--- config.mk ---
export PLATFORM = sky130hd
export DESIGN_NAME = attrib_case_map_pipe
export DESIGN_NICKNAME = d
export VERILOG_FILES = /design/src/rtl/attrib_case_map_pipe.sv
export SDC_FILE = /design/constraint.sdc
export NUM_CORES = 1
export LEC_CHECK = 0
export ABC_AREA = 1
export CAP_MARGIN = 20
export CORE_MARGIN = 2
export CORE_UTILIZATION = 35
export DETAILED_ROUTE_END_ITERATION = 12
export SYNTH_ARGS = -nofsm -noshare
export SYNTH_HDL_FRONTEND = slang
export SYNTH_SLANG_ARGS = --single-unit
--- constraint.sdc ---
create_clock -name clk -period 2.01 [get_ports clk]
set_input_delay 0.402 -clock clk [delete_from_list [all_inputs] [get_ports clk]]
set_output_delay 0.402 -clock clk [all_outputs]
set_load 0.03 [all_outputs]
--- src/rtl/attrib_case_map_pipe.sv ---
`default_nettype none
// ============================================================================
//  Module      : attrib_case_map_pipe
//  Description : Maps a WIDTH-bit code through one of four selectable
//                mappings (complement, identity, binary-to-Gray, programmable
//                lookup table). The result sits in a single output register
//                behind a valid/ready handshake with backpressure. A wrapping
//                counter records completed output transfers.
//
//  Ports       : clk        - sole clock, rising edge
//                rst        - asynchronous, active-low reset
//                mode       - mapping select, sampled with the code on accept
//                             (0 complement, 1 identity, 2 Gray, 3 LUT)
//                in_valid   - input code valid
//                in_ready   - block can accept a code this cycle
//                inp        - input code
//                out_valid  - output register holds a valid result
//                out_ready  - consumer accepts the result
//                out        - mapped result
//                wr_en      - LUT write strobe
//                wr_addr    - LUT write index
//                wr_data    - LUT write value
//                xfer_cnt   - completed output transfers (wraps silently)
//
//  Revision    : 1.0 - initial release
// ============================================================================
module attrib_case_map_pipe #(
  parameter int WIDTH = 2,
  parameter int CNT_W = 8
) (
  input  logic             clk,
  input  logic             rst,
  input  logic [1:0]       mode,
  input  logic             in_valid,
  output logic             in_ready,
  input  logic [WIDTH-1:0] inp,
  output logic             out_valid,
  input  logic             out_ready,
  output logic [WIDTH-1:0] out,
  input  logic             wr_en,
  input  logic [WIDTH-1:0] wr_addr,
  input  logic [WIDTH-1:0] wr_data,
  output logic [CNT_W-1:0] xfer_cnt
);

  localparam int         c_depth     = 1 << WIDTH;
  localparam logic [1:0] c_mode_cmp  = 2'd0;
  localparam logic [1:0] c_mode_id   = 2'd1;
  localparam logic [1:0] c_mode_gray = 2'd2;

  // --------------------------------------------------------------------------
  // State
  // --------------------------------------------------------------------------
  logic [WIDTH-1:0] lut_q [c_depth];
  logic [WIDTH-1:0] lut_d [c_depth];
  logic             out_valid_q, out_valid_d;
  logic [WIDTH-1:0] out_q,       out_d;
  logic [CNT_W-1:0] xfer_cnt_q,  xfer_cnt_d;

  logic             w_accept;
  logic             w_xfer;
  logic [WIDTH-1:0] w_mapped;

  // --------------------------------------------------------------------------
  // Handshake
  // --------------------------------------------------------------------------
  // The output register can take a new code whenever it is empty or is being
  // emptied in this same cycle, which gives full throughput back-to-back.
  assign in_ready = !out_valid_q || out_ready;
  assign w_accept = in_valid && in_ready;
  assign w_xfer   = out_valid_q && out_ready;

  // --------------------------------------------------------------------------
  // Mapping. The LUT is read from the registered array, so a write landing in
  // the same cycle as a mode-3 accept to the same index returns the old entry.
  // --------------------------------------------------------------------------
  always_comb begin
    w_mapped = lut_q[inp];
    case (mode)
      c_mode_cmp:  w_mapped = ~inp;
      c_mode_id:   w_mapped = inp;
      c_mode_gray: w_mapped = inp ^ (inp >> 1);
      default:     w_mapped = lut_q[inp];
    endcase
  end

  // --------------------------------------------------------------------------
  // Next-state logic
  // --------------------------------------------------------------------------
  always_comb begin
    lut_d = lut_q;
    if (wr_en) begin
      lut_d[wr_addr] = wr_data;
    end
  end

  always_comb begin
    out_valid_d = out_valid_q;
    out_d       = out_q;
    if (w_accept) begin
      out_valid_d = 1'b1;
      out_d       = w_mapped;
    end else if (w_xfer) begin
      // Drained with nothing new behind it; out keeps its last value.
      out_valid_d = 1'b0;
    end
  end

  always_comb begin
    xfer_cnt_d = xfer_cnt_q;
    if (w_xfer) begin
      xfer_cnt_d = xfer_cnt_q + CNT_W'(1);
    end
  end

  // --------------------------------------------------------------------------
  // Registers
  // --------------------------------------------------------------------------
  // After reset each LUT entry holds the complement of its index, so LUT mode
  // behaves exactly like complement mode until software reprograms it.
  always_ff @(posedge clk or negedge rst) begin
    if (!rst) begin
      for (int i = 0; i < c_depth; i++) begin
        lut_q[i] <= ~WIDTH'(i);
      end
    end else begin
      lut_q <= lut_d;
    end
  end

  always_ff @(posedge clk or negedge rst) begin
    if (!rst) begin
      out_valid_q <= 1'b0;
      out_q       <= '0;
      xfer_cnt_q  <= '0;
    end else begin
      out_valid_q <= out_valid_d;
      out_q       <= out_d;
      xfer_cnt_q  <= xfer_cnt_d;
    end
  end

  assign out_valid = out_valid_q;
  assign out       = out_q;
  assign xfer_cnt  = xfer_cnt_q;

endmodule
`default_nettype wire
# Word-level counts from Yosys, hierarchy flattened
# Index checks and enable logic that the tools add are counted.
# word_totals
output_inout_bits,12
ff_bits,19
inputBits,13
# op_classes
magnitude_cmp,3
bitwise_logic,4
n_eq_ne,2
n_reduce_logical,7
add_sub_neg,1
mux,9
# op_table
cell,n
adder 8 x 1 -> 8 bit (second input constant),1
bitwise mux 8 bit,1
>= comparator 3 bit (second input constant),2
2-to-1 mux 2 bit,3
inverter 2 -> 3 bit,2
one-hot mux 2 bit (3 select lines),1
binary-select mux 2 bit (select 2 bit),1
demux 2 bit (select 2 bit),1
logical AND 1 bit,3
less-than comparator 3 x 1 -> 1 bit (second input constant),1
equality test 2 x 1 -> 1 bit (second input constant),1
equality test 2 bit (second input constant),1
zero test 2 bit,1
2-to-1 mux 1 bit,2
inverter 2 bit,1
nonzero test 2 bit,1
bitwise XOR 2 x 1 -> 2 bit,1
zero test 1 bit,1
logical OR 1 bit,1

# Longest topological paths before layout
# logic_depth
depth_word,6
ltp_mapped,6

# Least setup slack after synthesis
# OpenSTA, ideal clock, no wires.
# synth_path
path_kind,register -> register
startpoint,"reg xfer_cnt_q[1], in the netlist xfer_cnt[1]"
endpoint,"reg xfer_cnt_q[6], in the netlist xfer_cnt[6]"
stages_incl_launch_ff,7
t_required_ns,1.892
t_arrival_ns,1.174
period_less_slack_ns,1.292
path_slack_ns,0.718
cell_sequence,dfrtp_1 -> ha_1 -> nand2_1 -> nor2_1 -> nand3_1 -> xor2_1 -> inv_1
# synth_via
elab_chain_cells,1
# synth_lines
item,line,text
start: declaration,58,"logic [CNT_W-1:0] xfer_cnt_q, xfer_cnt_d;"
start signal: assignment,139,xfer_cnt_q <= xfer_cnt_d;
adder 8 x 1 -> 8 bit,112,xfer_cnt_d = xfer_cnt_q + CNT_W'(1);
# No other way between the ends.
# A chain may end at the register's enable or synchronous reset.

# Worst setup path in the final report
# layout_path
startpoint,"reg out_valid_q, in the netlist out_valid"
endpoint,out out_valid
# layout_rtl
item,line,text
start: declaration,56,"logic out_valid_q, out_valid_d;"
start signal: assignment,137,out_valid_q <= out_valid_d;
end: declaration,37,"output logic out_valid,"
# No word-level cell between the ends.

==> impl_metrics.json <==
{
  "gr-total-overflow": 0,
  "synth_seq_cells": 19,
  "outcome": "finished, final reports clean",
  "grtUsageTotal_pct": 13.0,
  "p_leak_nw": 0.628,
  "cts_resized": 0,
  "synth_cells": 120,
  "place_congestion": 0.782,
  "cap_violations": 0,
  "hold_violations": 0,
  "path_class": "reg -> out",
  "dieArea_um2": 3140,
  "grt_pass1_wl_mm": 3.29,
  "fp-row-count": 18,
  "area_delta_synth_final_pct": 32.7,
  "cts_hold_buf": 0,
  "hpwlAfterDp_mm": 1.41,
  "ys_warn_count": 0,
  "syn_avg_cell_area_um2": 7.90,
  "cp.arrival_ps": 1410,
  "fin_ws_ps": 194,
  "crit_required_ps": 1610,
  "final_core_util_pct": 49.9,
  "place_area_um2": 1230,
  "slew_headroom_pct": 78.6,
  "ios": 25,
  "syn-cell-area_um2": 948,
  "final_cells": 179,
  "irDropWorstVdd_uv": 794,
  "cts_tree": "yes",
  "crit_path_max_incr_delay_ps": 690,
  "fmax_mhz": 551,
  "netlist-cell-type-count": 14,
  "holdWs_ps": 424,
  "die_w_um": 56.1,
  "hp-class": "in -> async",
  "cts_setup_buffers": 0,
  "stdcell_area_um2": 1260,
  "final_layout_size_suffix_gt1_share_pct": 8.72,
  "coreArea_um2": 2520,
  "diodes": 0,
  "power.density_nw_per_um2": 998,
  "grt_pass1_vias": 776,
  "synth_nets": 134,
  "antenna_found_initial": 0,
  "cp-end-kind": "primary output",
  "p_total_mw": 1.26,
  "start_util_pct": 37.6,
  "worstSkewPairLatency_ps": 290,
  "viasPerCell": 4.49,
  "dp_slack_ps": 360,
  "setup_violations": 0,
  "die-height_um": 56.1,
  "path_max_fanout": 5,
  "crit_chain": "clkdlybuf4s50_1",
  "fin_setup_tns_ps": 0,
  "synth-seq-area-share_pct": 50.7,
  "drt_pass1_iterations": 4,
  "clock_sinks": 19,
  "critPathSlowestCell": "clkdlybuf4s50_1",
  "clockBufferDepth": 2,
  "h-tree-depth": 1,
  "wirelength_mm": 1.77,
  "rsz0062_at_grt": "false",
  "finalCritPeriodShare_pct": 90.4,
  "skew_ps": 3.28,
  "drv_slew": 0,
  "dp.cells": 175,
  "worstSetupStartpointType": "flip-flop",
  "fin_crit_ps": 1820,
  "post-route-drc-count": 0,
  "first_iter_violations": 15,
  "crit_family": "buffers and inverters",
  "tightestPinTransition_ps": 320,
  "cts_root_buffer": "clkbuf_4",
  "cts_made_buffers": 3,
  "grt_max_degree": 20,
  "portBuffers": 24,
  "antenna_left": 0,
  "clk_pin_slew_worst_paths_ps": 110,
  "crit_buf_inv": 1,
  "fin_nets": 164,
  "wire_per_inst_um": 9.87,
  "num_vias": 803
}
per-layer routing:
| metal | track usage [%] | vias up | share of wire (%) |
|---|---|---|---|
| met2 | 19.2 | 12 | 44 |
| li1 | - | 426 | - |
| met5 | 0 | - | 0 |
| met1 | 17.6 | 363 | 51 |
| met4 | 6.12 | 0 | 0.96 |
| met3 | 3.26 | 2 | 4.4 |
final cells by class:
| type | count | area, um^2 |
|---|---|---|
| Clock buffer | 3 | 22.5 |
| Clock inverter | 1 | 5.00 |
| Fill cell | 244 | 1260 |
| Inverter | 22 | 82.6 |
| Multi-Input combinational cell | 79 | 385 |
| Sequential cell | 19 | 480 |
| Tap cell | 30 | 37.5 |
| Timing Repair Buffer | 25 | 245 |
cell families after synthesis:
group,after synthesis,synth area share [%]
flip-flops,19,50.7
AND/OR/NAND/NOR,59,25.9
AO/OA/AOI/OAI,11,5.80
multiplexers,1,1.19
XOR/XNOR,7,6.46
buffers and inverters,22,8.71
adder cells (fa/ha/maj),1,1.32
report_power, final:
part | switching, mW | internal (mW) | total [mW]
logic | 0.281 | 0.222 | 0.503
registers | 0.0778 | 0.483 | 0.561
clock network | 0.118 | 0.0739 | 0.192
total | 0.477 | 0.779 | 1.26
final timing paths:
path	start	to	slack [ps]	cells past startpoint
worst max-delay path	out_valid$_DFFE_PN0P_	out_valid	190	1
min in group clk	xfer_cnt[7]$_DFFE_PN0P_	xfer_cnt[7]$_DFFE_PN0P_	490	1
worst min-delay path	rst	lut_q[3]$_DFFE_PN0P_	420	2
worst max register to register	xfer_cnt[0]$_DFFE_PN0P_	xfer_cnt[6]$_DFFE_PN0P_	820	6
max in group asynchronous	rst	lut_q[6]$_DFFE_PN1P_	1330	2
worst min register to register	xfer_cnt[7]$_DFFE_PN0P_	xfer_cnt[7]$_DFFE_PN0P_	490	1
cell usage in the layout, fill, tap and decap left out, types with 2 or more instances in the layout:
| master | count |
|---|---|
| nand2_1 | 37 |
| clkdlybuf4s50_1 | 23 |
| inv_1 | 22 |
| dfrtp_1 | 15 |
| nand3_1 | 12 |
| nor2_1 | 8 |
| o21ai_0 | 8 |
| xnor2_1 | 4 |
| dfstp_2 | 4 |
| xor2_1 | 3 |
| a21oi_1 | 3 |
| clkbuf_4 | 3 |
| buf_4 | 2 |
state kept, by name (all words and copies together), names as in the netlist:
register	flops
xfer_cnt	8
out_valid	1
lut_q	8
out	2
Yosys cell counts, drive strengths merged:
cell type,instances,area [um^2]
nand3,12,60.1
inv,22,82.6
xnor2,4,35.0
nand2,38,145
o21ai,8,40.0
xor2,3,26.3
mux2,1,11.3
a21oi,3,15.0
ha,1,12.5
dfstp,4,105
nor3,1,10.0
dfrtp,15,375
nor2,8,30.0
No activity file was read; power rests on OpenSTA's default activity.
